--- src/rtl/div_unit.sv ---
// Multi-cycle 32-bit restoring divider (DIV/DIVU), result = {remainder, quotient}.
// Optional early exit for |dividend| < |divisor| when DIV_EARLY_OUT_EN is defined.
module div_unit (
    input  logic        clk,
    input  logic        rst,
    input  logic        signed_div,
    input  logic [31:0] opdata1,
    input  logic [31:0] opdata2,
    input  logic        start,
    input  logic        annul,
    output logic [63:0] result,
    output logic        ready
);

    typedef enum logic [1:0] {StFree, StByZero, StOn, StEnd} state_e;

    state_e      state_q, state_d;
    logic [5:0]  cnt_q, cnt_d;
    logic [63:0] work_q, work_d;     // {rem[31:0], quo[31:0]}
    logic [31:0] divisor_q, divisor_d;
    logic        signed_q, signed_d;
    logic        sign1_q, sign1_d;
    logic        sign2_q, sign2_d;
    logic [63:0] result_q, result_d;
    logic        ready_q, ready_d;

    logic [31:0] abs1, abs2;
    logic [64:0] shifted;
    logic [32:0] diff;
    logic [31:0] quo_fix, rem_fix;

    assign abs1 = (signed_div && opdata1[31]) ? (~opdata1 + 32'd1) : opdata1;
    assign abs2 = (signed_div && opdata2[31]) ? (~opdata2 + 32'd1) : opdata2;

    // Remainder stays below the divisor, so bit 64 of the shifted word is only
    // ever set when the subtraction succeeds; 32 bits of stored remainder suffice.
    assign shifted = {work_q, 1'b0};
    assign diff    = shifted[64:32] - {1'b0, divisor_q};

    assign quo_fix = (signed_q && (sign1_q ^ sign2_q)) ? (~work_q[31:0] + 32'd1)
                                                        : work_q[31:0];
    assign rem_fix = (signed_q && sign1_q) ? (~work_q[63:32] + 32'd1) : work_q[63:32];

    always_comb begin
        state_d   = state_q;
        cnt_d     = cnt_q;
        work_d    = work_q;
        divisor_d = divisor_q;
        signed_d  = signed_q;
        sign1_d   = sign1_q;
        sign2_d   = sign2_q;
        result_d  = result_q;
        ready_d   = ready_q;

        if (annul) begin
            state_d  = StFree;
            result_d = 64'h0;
            ready_d  = 1'b0;
        end else begin
            case (state_q)
                StFree: begin
                    if (start) begin
                        if (opdata2 == 32'h0) begin
                            state_d = StByZero;
`ifdef DIV_EARLY_OUT_EN
                        end else if (abs1 < abs2) begin
                            state_d  = StEnd;
                            result_d = {opdata1, 32'h0};
                            ready_d  = 1'b1;
`endif
                        end else begin
                            work_d    = {32'h0, abs1};
                            divisor_d = abs2;
                            signed_d  = signed_div;
                            sign1_d   = opdata1[31];
                            sign2_d   = opdata2[31];
                            cnt_d     = 6'd0;
                            state_d   = StOn;
                        end
                    end
                end
                StByZero: begin
                    state_d  = StEnd;
                    result_d = 64'h0;
                    ready_d  = 1'b1;
                end
                StOn: begin
                    if (cnt_q == 6'd32) begin
                        state_d  = StEnd;
                        result_d = {rem_fix, quo_fix};
                        ready_d  = 1'b1;
                    end else begin
                        work_d = diff[32] ? shifted[63:0] : {diff[31:0], shifted[31:1], 1'b1};
                        cnt_d  = cnt_q + 6'd1;
                    end
                end
                StEnd: begin
                    if (!start) begin
                        state_d  = StFree;
                        result_d = 64'h0;
                        ready_d  = 1'b0;
                    end
                end
                default: state_d = StFree;
            endcase
        end
    end

    always_ff @(posedge clk) begin
        if (rst) begin
            state_q   <= StFree;
            cnt_q     <= 6'd0;
            work_q    <= 64'h0;
            divisor_q <= 32'h0;
            signed_q  <= 1'b0;
            sign1_q   <= 1'b0;
            sign2_q   <= 1'b0;
            result_q  <= 64'h0;
            ready_q   <= 1'b0;
        end else begin
            state_q   <= state_d;
            cnt_q     <= cnt_d;
            work_q    <= work_d;
            divisor_q <= divisor_d;
            signed_q  <= signed_d;
            sign1_q   <= sign1_d;
            sign2_q   <= sign2_d;
            result_q  <= result_d;
            ready_q   <= ready_d;
        end
    end

    assign result = result_q;
    assign ready  = ready_q;

endmodule
--- config.mk ---
export PLATFORM = sky130hd
export DESIGN_NAME = div_unit
export DESIGN_NICKNAME = d
export VERILOG_FILES = /design/src/rtl/div_unit.sv
export SDC_FILE = /design/constraint.sdc
export NUM_CORES = 1
export LEC_CHECK = 0
export BUFFER_PORTS_ARGS = -buffer_cell sky130_fd_sc_hd__buf_4
export CAP_MARGIN = 20
export CORE_ASPECT_RATIO = 1.2
export CORE_MARGIN = 8
export CORE_UTILIZATION = 40
export DETAILED_ROUTE_END_ITERATION = 12
export PLACE_DENSITY = 0.64
export SETUP_SLACK_MARGIN = 0.3
export SLEW_MARGIN = 20
export SYNTH_ARGS = -nofsm -noshare
export SYNTH_HDL_FRONTEND = slang
export SYNTH_SLANG_ARGS = --single-unit
--- constraint.sdc ---
create_clock -name clk -period 3.6 [get_ports clk]
set_input_delay 0.72 -clock clk [delete_from_list [all_inputs] [get_ports clk]]
set_output_delay 0.72 -clock clk [all_outputs]
set_load 0.1 [all_outputs]
=== After elaboration in Yosys (flattened, before gate mapping) ===
Index checks and enable logic that the tools add are counted.

* Input port bits: 69
* Logic and storage cells: 68
* Register bits: 172

* Eq/ne operators: 9
* Reduce and logical (&&, ||, !) cells: 13
* Bitwise operators: 7
* Mux-type cells: 24
* Add/sub/neg operators: 6

{| class="wikitable"
|+ Operators with widths
! kind !! count
|-
| $mux W64 || 6
|-
| $pmux W64 S3 || 1
|-
| $add A32 B1 Y32 const B || 4
|-
| $mux W32 || 4
|-
| $not A32 Y32 || 4
|-
| $pmux W64 S2 || 1
|-
| $sub A33 B32 Y33 || 1
|-
| $logic_not A32 Y1 || 1
|-
| $mux W6 || 3
|-
| $pmux W6 S2 || 1
|-
| $ne A2 B2 Y1 const B || 5
|-
| $mux W2 || 4
|-
| $pmux W2 S4 || 1
|-
| $add A6 B1 Y6 const B || 1
|-
| $eq A6 B6 Y1 const B || 1
|-
| $reduce_and A3 Y1 || 2
|-
| $reduce_and A5 Y1 || 1
|-
| $eq A2 B2 Y1 const B || 2
|-
| $logic_and A1 B1 Y1 || 4
|-
| $reduce_and A4 Y1 || 1
|-
| $pmux W1 S3 || 1
|-
| $reduce_bool A3 Y1 || 1
|-
| $eq A2 B1 Y1 const B || 1
|-
| $logic_not A2 Y1 || 1
|-
| other kinds (5) || 7
|}

=== Depth between registers and ports, before layout ===
Gate-level depths: netlist of run 1.

* Depth in word-level cells: 6
* Mapped depth: 13

=== Worst setup path before layout of run 1 ===
OpenSTA, ideal clock, no wires.

* Path type: input to register
* Start: in opdata2[19]
* End: reg work_q[43]
* Library setup time: 0.122 ns
* Buffers on the path: 1
* Stages: 10
* Arrival: 3.036 ns
* Slack: 0.443 ns
* Cell sequence: or4_4 -> or4_4 -> nor4_4 -> nand3_1 -> and2_4 -> nand2_1 -> mux2_4 -> buf_6 -> nor2_1 -> a221o_1

* Word-level cells in the longest chain between the ends: 3

{| class="wikitable"
|+ Ends and longest elaborated chain
! element !! line !! text
|-
| from (decl) || 8 || <nowiki>input logic [31:0] opdata2,</nowiki>
|-
| $logic_not A32 Y1 || 63 || <nowiki>if (opdata2 == 32'h0) begin</nowiki>
|-
| $ne A2 B2 Y1 (no source line) || - ||
|-
| $reduce_and A5 Y1 (no source line) || - ||
|-
| to (signal assigned) || 123 || <nowiki>work_q <= work_d;</nowiki>
|-
| to (decl) || 19 || <nowiki>logic [63:0] work_q, work_d;</nowiki>
|}

No other way between the ends.
A chain may end at the register's enable or synchronous reset.

=== Final worst setup path of run 1 ===
* Start: reg divisor_q[10]
* End: reg work_q[54]

* Word-level cells in the longest chain between the ends: 4

{| class="wikitable"
|+ Ends and longest elaborated chain
! element !! line !! text
|-
| from (decl) || 20 || <nowiki>logic [31:0] divisor_q, divisor_d;</nowiki>
|-
| from (signal assigned) || 124 || <nowiki>divisor_q <= divisor_d;</nowiki>
|-
| $sub A33 B32 Y33 || 38 || <nowiki>assign diff = shifted[64:32] - {1'b0, divisor_q};</nowiki>
|-
| $mux W64 || 93 || <nowiki>work_d = diff[32] ? shifted[63:0] : {diff[31:0], shifted[31:1], 1'b1};</nowiki>
|-
| $mux W64 || 88 || <nowiki>if (cnt_q == 6'd32) begin</nowiki>
|-
| $pmux W64 S2 || 60 || <nowiki>case (state_q)</nowiki>
|}

No other way between the ends. The select of a mux whose other input is x is not followed.

==> reports/qor.txt, run 1 <==
Status -> finished, final reports clean
# clock sinks -> 172
Final setup fails -> 0
Most frequent cells in the layout -> nand2_1 (175), nor2_1 (172), dfxtp_1 (171), buf_4 (164), a21oi_1 (116)
Vias -> 10.5k
Drt initial violations -> 751
Mapped Avg Cell Area -> 7.62 um2
Top sig layer -> met4
Largest cells by area after synthesis -> dfxtp_1 (31%), xnor2_1 (7.1%), nand2_1 (6.0%)
Post-DR wirelength/cell -> 17.4 um
Fill count -> 2668
Num rows -> 66
Final ANT Viol Nets -> 0
Yosys warns -> 0
CP delay by family, top -> compound AO/OA/AOI/OAI gates
Synthesis-to-finish area growth -> 19.8%
First-pass GRT wire length -> 53.8 mm
Post-Route WL -> 33.0 mm
Headroom to the max-slew limit -> 33.7%
Crit path DAT -> 3530 ps
First-pass iteration count of the detailed router -> 5
Slowest CP cell -> mux2_4
Leak -> 5.22 nW
Overall power after layout -> 4.96 mW
Peak VDD IR -> 0.250 mV
Total grt overflow -> 0
Core ar. -> 0.0270 mm2
Yosys top cell by area -> dfxtp_1
Share of layout cells above drive strength 1 -> 15.1%
Kind of critical path -> flip-flop to flip-flop
Initial core utilization -> 40.6%
Die Wd -> 167 um
Met2 WL -> 15.5 mm
Pin count of the biggest net entering global routing -> 72
Compound-Gate Fraction of Synth Area -> 22.6%
Worst-Margin Slew -> 991 ps
Syn Std Cell Area -> 0.0110 mm2
Max-cap check violation count -> 0
GRT Resource Usage Total -> 19.8%
H-tree depth -> 4
Total CTS buffers -> 17
Synth Area in Adders -> 4.87%
Mapped Cells -> 1437
Worst skew pair latency -> 440 ps
Crit path cell chain -> inv_1, ha_1, and3_1, a221o_1, a21bo_2, a31o_4, a21oi_2, o21a_4, mux2_4, nor3_1, a221o_1
Setup TNS -> 0 ps
Via density per instance -> 5.53
Clock Tree Root -> clkbuf_16
FMAX -> 318 MHz
CP required -> 3990 ps
Max Slew Vio Count -> 0
Post-synth top area share -> 31.4%
Sequential share of the synthesized area -> 31.4%
Max clock buf depth -> 2
Die area -> 0.0330 mm2
Share of flip-flops with an asynchronous set or reset -> 0%
Share of the synthesized netlist area taken by xor and xnor gates -> 11.8%
CP max FO -> 17
Area after DPL -> 0.0124 mm2
Ant. Diodes -> 0
Met1 wire length -> 15.2 mm
Synth unique cells -> 68
Number of I/O port buffers -> 133
Clock transition at path regs -> 70 ps
CP bufs+invs -> 1
Crit end category -> flip-flop
Fin area -> 0.0131 mm2
DP HPWL -> 25.5 mm
CTS tree -> built
Final setup skew -> 10.9 ps
# IOs -> 134
Final Critical Period -> 3140 ps
Final hold slack -> 459 ps
Final net count -> 1658
Most used cell along the critical path -> a221o_1
Synthesized flop and latch total -> 172
Main synth FF type -> dfxtp_1
Worst Hold Class -> flip-flop to flip-flop
Number of synthesized flops with an enable pin -> 0
Mux contribution to synthesized area -> 2.55%
Initial antenna violation count -> 0
DIE HEIGHT -> 197 um
Commonest non-fill, non-tap cell in the layout -> nand2_1
Final Hold Vio Count -> 0
Unrepaired setup endpoints after global routing -> no
GPL Wtd Cong -> 0.891
Mapped Nets -> 1548
Pwr Density -> 378 mW/mm2
Startpoint Class -> flip-flop
Met3 wire length -> 1.55 mm
Final Util -> 48.6%
Critical Path Max Stage Delay -> 420 ps
Postcts setup bufs -> 0
Vias in the first global route -> 10.1k
Final worst-path cycle share -> 87.3%
Main combinational cell family by area after synthesis -> compound AO/OA/AOI/OAI gates
DRC errors left -> 0
Post-synthesis simple-gate area fraction -> 21.0%
==> synth_stat cells, drive strengths merged, types with 4 or more instances <==
cell and instances:
xor2 57, nand4 6, nor2 173, xnor2 90, o21bai 4, a21o 16
a31oi 17, or2 6, o21a 5, mux2i 26, a22oi 23, o31ai 12
a21oi 118, o41ai 8, dfxtp 172, o21ai 92, inv 73, and3 5
nand3 32, ha 41, a221o 17, o211ai 11, a211oi 44, or3 9
and2 12, clkbuf 65, buf 15, nor4 16, nand2b 9, or4 9
nand2 175, nor3 35
==> worst min-delay path, cell delays in order, from the launching register on <==
cell	delay (ps)
dfxtp_1	330
nand2_1	40
o21ai_0	60
==> state kept, by name (all words and copies together) (netlist names) <==
register   cells
divisor_q     32
work_q        64
result        64
sign2_q        1
state_q        2
sign1_q        1
ready          1
cnt_q          6
signed_q       1
==> final timing paths <==
| path | start | to | slack [ps] | cells past startpoint |
|---|---|---|---|---|
| worst max register to register | divisor_q[10] | work_q[54] | 460 | 11 |
| worst min register to register | result[22] | result[22] | 460 | 2 |
| worst min-delay path | result[22] | result[22] | 460 | 2 |
| worst max-delay path | divisor_q[10] | work_q[54] | 460 | 11 |
==> cell families after synthesis <==
kind of cell	count (synthesis)
adders and majority gates	42
muxes	27
DFF	172
buffers and inverters	154
AOI/OAI and AO/OA	391
xor gates and xnor gates	147
and+or+nand+nor	504
==> metrics by stage <==
step	worst slack [ps]	cells
2_1_floorplan	443	1437
3_3_place_gp	80.9	1867
3_5_place_dp	75.0	1867
4_1_cts	329	1899
5_1_grt	325	1900
6_report	456	1900
==> layer usage <==
layer / vias up / GRT usage (%)
met1: 4905 / 25.7
met4: 0 / 6.15
li1: 5273 / -
met3: 46 / 3.32
met5: - / 0
met2: 287 / 33.2
==> timing repair <==
action | 4_1_cts | 5_1_grt
cloned | 0 | 1
pin swaps | 0 | 1
setup endpoints to repair | 3 | 34
hold endpoints to repair | 0 | 0
resized for setup | 3 | 10
hold buffers | 0 | 0
==> area by class of cell <==
type | count | area [um2] | share of cell area, %
multi-input combinational | 1111 | 6980 | 53.2
sequential | 172 | 3440 | 26.2
timing repair buffer | 171 | 1380 | 10.5
clock buffer | 17 | 425 | 3.24
tap | 340 | 425 | 3.24
inverter | 74 | 278 | 2.12
clock inverter | 15 | 195 | 1.49
==> where the power goes <==
group / internal (mW) / switching, mW
Clock: 1.07 / 0.897
Sequential: 1.96 / 0.0646
Combinational: 0.385 / 0.581
Total: 3.41 / 1.54
Power figures use the tool's default switching activity.
==> run 2, diff against run 1 <==
--- a/config.mk
+++ b/config.mk
@@ -11,7 +11,7 @@
 export CORE_MARGIN = 8
 export CORE_UTILIZATION = 40
 export DETAILED_ROUTE_END_ITERATION = 12
-export PLACE_DENSITY = 0.64
+export PLACE_DENSITY_LB_ADDON = 0.05
 export SETUP_SLACK_MARGIN = 0.3
 export SLEW_MARGIN = 20
 export SYNTH_ARGS = -nofsm -noshare
==> reports/qor.txt, run 2 (same netlist as run 1, synthesis figures left out) <==
Final Hold Vio Count -> 0 (unchanged)
Leak -> 5.19 nW (was 5.22 nW)
R2R setup slack -> 380 ps (was 460 ps)
Postcts setup bufs -> 0 (unchanged)
Sw Pwr -> 1.50 mW (was 1.54 mW)
Initial core utilization -> 40.6% (unchanged)
Startpoint Class -> flip-flop (unchanged)
Clock Tree Root -> clkbuf_16 (unchanged)
GPL Wtd Cong -> 0.851 (was 0.891)
Share of layout cells above drive strength 1 -> 14.9% (was 15.1%)
Pint -> 3.40 mW (was 3.41 mW)
Non-filler cells, final -> 1899 (was 1900)
Unrepaired setup endpoints after global routing -> yes (was no)
Setup TNS -> 0 ps (unchanged)
Final setup fails -> 0 (unchanged)
Clock transition at path regs -> 70 ps (about the same)
Pin count of the biggest net entering global routing -> 72 (unchanged)
Die area -> 0.0330 mm2 (unchanged)
Sequential Power Share -> 41.4% (was 40.9%)
Most frequent cells in the layout -> nand2_1 (175), nor2_1 (172), dfxtp_1 (171), buf_4 (165), a21oi_1 (116) (was nand2_1 (175), nor2_1 (172), dfxtp_1 (171), buf_4 (164), a21oi_1 (116))
Commonest non-fill, non-tap cell in the layout -> nand2_1 (unchanged)
Crit Reg-Reg Endpoint -> work_q[60] (was work_q[54])
Vias in the first global route -> 9927 (was 10.1k)
Max-cap check violation count -> 0 (unchanged)
Worst Hold Class -> flip-flop to flip-flop (unchanged)
Final hold slack -> 450 ps (was 459 ps)
Clk pwr share -> 38.8% (was 39.6%)
Worst-Margin Slew -> 921 ps (was 991 ps)
Total grt overflow -> 0 (unchanged)
Placed cells -> 1867 (unchanged)
CTS tree -> built (unchanged)
Fill count -> 2760 (was 2668)
FMAX -> 310 MHz (was 318 MHz)
Max clock buf depth -> 2 (unchanged)
Post-Route WL -> 34.6 mm (was 33.0 mm)
Peak VDD IR -> 0.254 mV (was 0.250 mV)
Status -> finished, final reports clean (unchanged)
Final setup skew -> 10.6 ps (was 10.9 ps)
Hold endpoint -> result[56] (was result[22])
Synthesis-to-finish area growth -> 19.0% (was 19.8%)
Worst skew pair latency -> 440 ps (about the same)
Hold path cells -> 2 (unchanged)
DRC errors left -> 0 (unchanged)
H-tree depth -> 4 (unchanged)
Pre-CTS setup slack -> 23.7 ps (was 75.0 ps)
CP startpoint -> divisor_q[11] (was divisor_q[10])
Final ANT Viol Nets -> 0 (unchanged)
DP HPWL -> 26.8 mm (was 25.5 mm)
Core ar. -> 0.0270 mm2 (unchanged)
Final Critical Period -> 3220 ps (was 3140 ps)
Num rows -> 66 (unchanged)
# clock sinks -> 172 (unchanged)
Final Util -> 48.3% (was 48.6%)
Overall power after layout -> 4.90 mW (was 4.96 mW)
Total CTS buffers -> 17 (unchanged)
Vias -> 10.3k (was 10.5k)
FF-to-FF Start -> divisor_q[11] (was divisor_q[10])
Final net count -> 1657 (was 1658)
First-pass GRT wire length -> 54.9 mm (was 53.8 mm)
Post-DR wirelength/cell -> 18.2 um (was 17.4 um)
CP max FO -> 17 (unchanged)
Combinational share of power -> 19.7% (was 19.5%)
Fin area -> 0.0130 mm2 (was 0.0131 mm2)
Via density per instance -> 5.42 (was 5.53)
Net Sw Frac -> 30.5% (was 31.1%)
Crit end category -> flip-flop (unchanged)
Number of I/O port buffers -> 133 (unchanged)
Max Slew Vio Count -> 0 (unchanged)
Kind of critical path -> flip-flop to flip-flop (unchanged)
Headroom to the max-slew limit -> 38.1% (was 33.7%)
Crit path DAT -> 3600 ps (was 3530 ps)
Post-route setup slack -> 377 ps (was 456 ps)
CP required -> 3980 ps (was 3990 ps)
Drt initial violations -> 568 (was 751)
First-pass iteration count of the detailed router -> 5 (unchanged)
Die Wd -> 167 um (unchanged)
Ant. Diodes -> 0 (unchanged)
Worst min-delay path startpoint -> result[56] (was result[22])
Area after DPL -> 0.0124 mm2 (about the same)
GRT Resource Usage Total -> 20.7% (was 19.8%)
Pwr Density -> 376 mW/mm2 (was 378 mW/mm2)
Worst-case reg-to-reg path depth -> 11 (unchanged)
Final worst-path cycle share -> 89.5% (was 87.3%)
# IOs -> 134 (unchanged)
Initial antenna violation count -> 0 (unchanged)
DIE HEIGHT -> 197 um (unchanged)
-- run 2: worst max path at each step --
stage                      end  slack [ps]  cells after the start
finish              work_q[60]         380                     11
detailed placement  work_q[60]          20                     10
floorplan           work_q[43]         440                     10
global placement    work_q[60]          30                     10
global route        work_q[62]         270                     13
CTS                 work_q[60]         300                     10
-- run 2: critical path, stage by stage (launching register included) --
cell     delay, ps
dfxtp_1        330
inv_1           70
ha_1           360
a21o_1         230
a221o_1        380
a21bo_2        220
a31o_2         250
a21oi_2        220
o21a_2         250
mux2_4         420
nor3b_2        290
a221o_1        140
-- run 2: power groups by stage --
stage | Sequential, mW | Clock, mW | Combinational [mW]
after floorplan | 2.05 | 0 | 0.662
after global placement | 2.07 | 0 | 0.950
after detailed placement | 2.07 | 0 | 0.954
after CTS | 2.03 | 1.95 | 0.958
after global routing | 2.04 | 2.02 | 1.07
final | 2.03 | 1.90 | 0.966
-- run 2: what timing repair did --
item / 4_1_cts / 5_1_grt
pin swaps: 0 / 0
hold endpoints to repair: 0 / 0
resized for setup: 4 / 6
hold buffers: 0 / 0
cloned: 0 / 0
endpoints found under the setup margin: 31 / 32
-- run 2: routing by layer --
layer | part of all wire (%) | global-route usage [%] | up-vias
met5 | 0 | 0 | -
met4 | 2.1 | 6.68 | 0
met3 | 3.4 | 3.08 | 39
met2 | 47 | 34.1 | 207
met1 | 48 | 27.5 | 4785
li1 | - | - | 5269
-- run 2: layout make-up --
type / count / area (um2) / area share, %
clock buffer: 20 / 447 / 3.43
clock inverter: 12 / 155 / 1.19
inverter: 74 / 278 / 2.13
multi-input combinational: 1111 / 6950 / 53.3
sequential: 172 / 3440 / 26.4
tap: 340 / 425 / 3.26
timing repair buffer: 170 / 1340 / 10.3
==> run 3, diff against run 2 <==
--- a/config.mk
+++ b/config.mk
@@ -8,8 +8,8 @@
 export BUFFER_PORTS_ARGS = -buffer_cell sky130_fd_sc_hd__buf_4
 export CAP_MARGIN = 20
 export CORE_ASPECT_RATIO = 1.2
-export CORE_MARGIN = 8
 export CORE_UTILIZATION = 40
+export CTS_BUF_LIST = sky130_fd_sc_hd__clkbuf_4
 export DETAILED_ROUTE_END_ITERATION = 12
 export PLACE_DENSITY_LB_ADDON = 0.05
 export SETUP_SLACK_MARGIN = 0.3
==> reports/qor.txt, run 3 (same netlist as run 1, synthesis figures left out) <==
Status -> finished, final reports clean (unchanged)
Setup TNS -> 0 ps (unchanged)
Final Hold Vio Count -> 0 (unchanged)
Worst min-delay path startpoint -> opdata2[0] (was result[56])
Crit Reg-Reg Endpoint -> work_q[60] (unchanged)
Sequential Power Share -> 48.9% (was 41.4%)
Final net count -> 1662 (was 1657)
Drt initial violations -> 760 (was 568)
Combinational share of power -> 23.3% (was 19.7%)
Final ANT Viol Nets -> 0 (unchanged)
Final Critical Period -> 3140 ps (was 3220 ps)
Synthesis-to-finish area growth -> 16.7% (was 19.0%)
Max clock buf depth -> 2 (unchanged)
Crit end category -> flip-flop (unchanged)
CP required -> 4150 ps (was 3980 ps)
Slowest CP cell -> mux2_4 (unchanged)
DP HPWL -> 26.0 mm (was 26.8 mm)
Hold Buf Count CTS -> 0 (unchanged)
Share of layout cells above drive strength 1 -> 15.1% (was 14.9%)
Num rows -> 66 (unchanged)
Initial core utilization -> 40.6% (unchanged)
Worst Hold Class -> primary input to flip-flop (was flip-flop to flip-flop)
Vias -> 10.3k (about the same)
Initial antenna violation count -> 1 (was 0)
Clk pwr share -> 27.8% (was 38.8%)
FF-to-FF Start -> divisor_q[11] (unchanged)
Final worst-path cycle share -> 87.3% (was 89.5%)
Post-DR wirelength/cell -> 17.7 um (was 18.2 um)
Hold endpoint -> divisor_q[0] (was result[56])
CP max FO -> 9 (was 17)
Pin count of the biggest net entering global routing -> 72 (unchanged)
Clock Tree Root -> clkbuf_4 (was clkbuf_16)
Peak VDD IR -> 0.189 mV (was 0.254 mV)
Critical Path Max Stage Delay -> 400 ps (was 420 ps)
R2R setup slack -> 460 ps (was 380 ps)
# IOs -> 134 (unchanged)
Crit path DAT -> 3690 ps (was 3600 ps)
DRC errors left -> 0 (unchanged)
Die area -> 0.0281 mm2 (was 0.0330 mm2)
Pwr Density -> 325 mW/mm2 (was 376 mW/mm2)
Kind of critical path -> flip-flop to flip-flop (unchanged)
Number of I/O port buffers -> 133 (unchanged)
Final Util -> 47.3% (was 48.3%)
Post-Route WL -> 33.7 mm (was 34.6 mm)
Commonest non-fill, non-tap cell in the layout -> nand2_1 (unchanged)
Most used cell along the critical path -> a221o_1 (unchanged)
DIE HEIGHT -> 183 um (was 197 um)
Headroom to the max-slew limit -> 38.9% (was 38.1%)
Sw Pwr -> 1.43 mW (was 1.50 mW)
Postcts setup bufs -> 0 (unchanged)
First-pass iteration count of the detailed router -> 5 (unchanged)
Worst-Margin Slew -> 913 ps (was 921 ps)
Worst skew pair latency -> 600 ps (was 440 ps)
Total grt overflow -> 0 (unchanged)
Hold path cells -> 3 (was 2)
Die Wd -> 153 um (was 167 um)
Clock transition at path regs -> 160 ps (was 70 ps)
Max-cap check violation count -> 0 (unchanged)
Startpoint Class -> flip-flop (unchanged)
Unrepaired setup endpoints after global routing -> yes (unchanged)
First-pass GRT wire length -> 53.3 mm (was 54.9 mm)
Max Slew Vio Count -> 0 (unchanged)
CTS tree -> built (unchanged)
Core ar. -> 0.0270 mm2 (unchanged)
GPL Wtd Cong -> 0.884 (was 0.851)
GRT Resource Usage Total -> 24.2% (was 20.7%)
Final setup fails -> 0 (unchanged)
Pint -> 2.73 mW (was 3.40 mW)
Worst-case reg-to-reg path depth -> 11 (unchanged)
FMAX -> 318 MHz (was 310 MHz)
Most frequent cells in the layout -> nand2_1 (175), nor2_1 (172), dfxtp_1 (172), buf_4 (169), a21oi_1 (116) (was nand2_1 (175), nor2_1 (172), dfxtp_1 (171), buf_4 (165), a21oi_1 (116))
Net Sw Frac -> 34.4% (was 30.5%)
# clock sinks -> 172 (unchanged)
Crit path cell chain -> inv_1, ha_1, a21o_1, a221o_1, a21bo_2, a31o_2, a21oi_2, o21a_4, mux2_4, nor3b_4, a221o_1 (was inv_1, ha_1, a21o_1, a221o_1, a21bo_2, a31o_2, a21oi_2, o21a_2, mux2_4, nor3b_2, a221o_1)
Final setup skew -> 32.1 ps (was 10.6 ps)
Via density per instance -> 5.42 (about the same)
Total CTS buffers -> 17 (unchanged)
Vias in the first global route -> 9749 (was 9927)
Leak -> 5.08 nW (was 5.19 nW)
H-tree depth -> 4 (unchanged)
-- run 3: cell count changes in the layout (fill, tap and decap cells not counted), moves of 2 or more --
cell | previous run | this run
clkbuf_1 | 2 | 0
buf_4 | 165 | 169
clkbuf_4 | 0 | 18
diode_2 | 0 | 2
clkinvlp_4 | 0 | 3
clkbuf_16 | 17 | 0
clkinv_4 | 5 | 1
inv_8 | 0 | 3
-- run 3: how the worst max path moves through the flow --
stage / startpoint / end / slack [ps] / cells past startpoint
after floorplan: opdata2[19] / work_q[43] / 440 / 10
after global placement: opdata2[19] / cnt_q[0] / 70 / 10
after detailed placement: opdata2[19] / work_q[17] / 60 / 10
after CTS: work_q[31] / work_q[63] / 330 / 13
after global routing: divisor_q[11] / work_q[62] / 270 / 11
final: divisor_q[11] / work_q[60] / 460 / 11
-- run 3: layer usage --
layer	vias to the layer above	part of all wire (%)	global-route usage [%]
met1	4833	49	32.8
li1	5268	-	-
met4	0	1.9	7.35
met2	197	47	39.9
met3	33	3.0	3.19
met5	-	0	0
-- run 3: final cells by class --
type / instances / area [um2]
clock inverter: 14 / 159
sequential: 172 / 3440
fill: 2795 / 14200
tap: 340 / 425
timing repair buffer: 174 / 1370
antenna: 2 / 5.00
clock buffer: 18 / 135
multi-input combinational: 1112 / 6970
inverter: 74 / 278
-- run 3: power groups by stage --
stage                     Combinational [mW]  Sequential [mW]  Clock [mW]
after floorplan                        0.662             2.05           0
after global placement                 0.956             2.07           0
after detailed placement               0.956             2.07           0
after CTS                              0.959             2.03        1.20
after global routing                    1.08             2.04        1.29
final                                  0.970             2.03        1.16
-- run 3: through the flow --
stage | std cells | hold WS (ps) | power, mW | setup WS, ps | instance area (um2)
after floorplan | 1437 | 446 | 2.71 | 443 | 11000
after global placement | 1871 | 439 | 3.02 | 74.9 | 12400
after detailed placement | 1871 | 444 | 3.03 | 62.2 | 12400
after CTS | 1903 | 359 | 4.19 | 333 | 12700
after global routing | 1906 | 370 | 4.41 | 271 | 12800
final | 1906 | 409 | 4.16 | 456 | 12800
-- run 3: worst max-delay path: cells and delay by family (launching register included) --
family	cells	cell delay [ps]
mux	1	400
simple gates	1	250
flops	1	370
compound gates	7	1660
fa+ha+maj	1	360
buf+inv	1	60
-- run 3: what timing repair did --
action	4_1_cts	5_1_grt
setup endpoints to repair	1	24
gates cloned	0	1
gates resized for setup	2	7
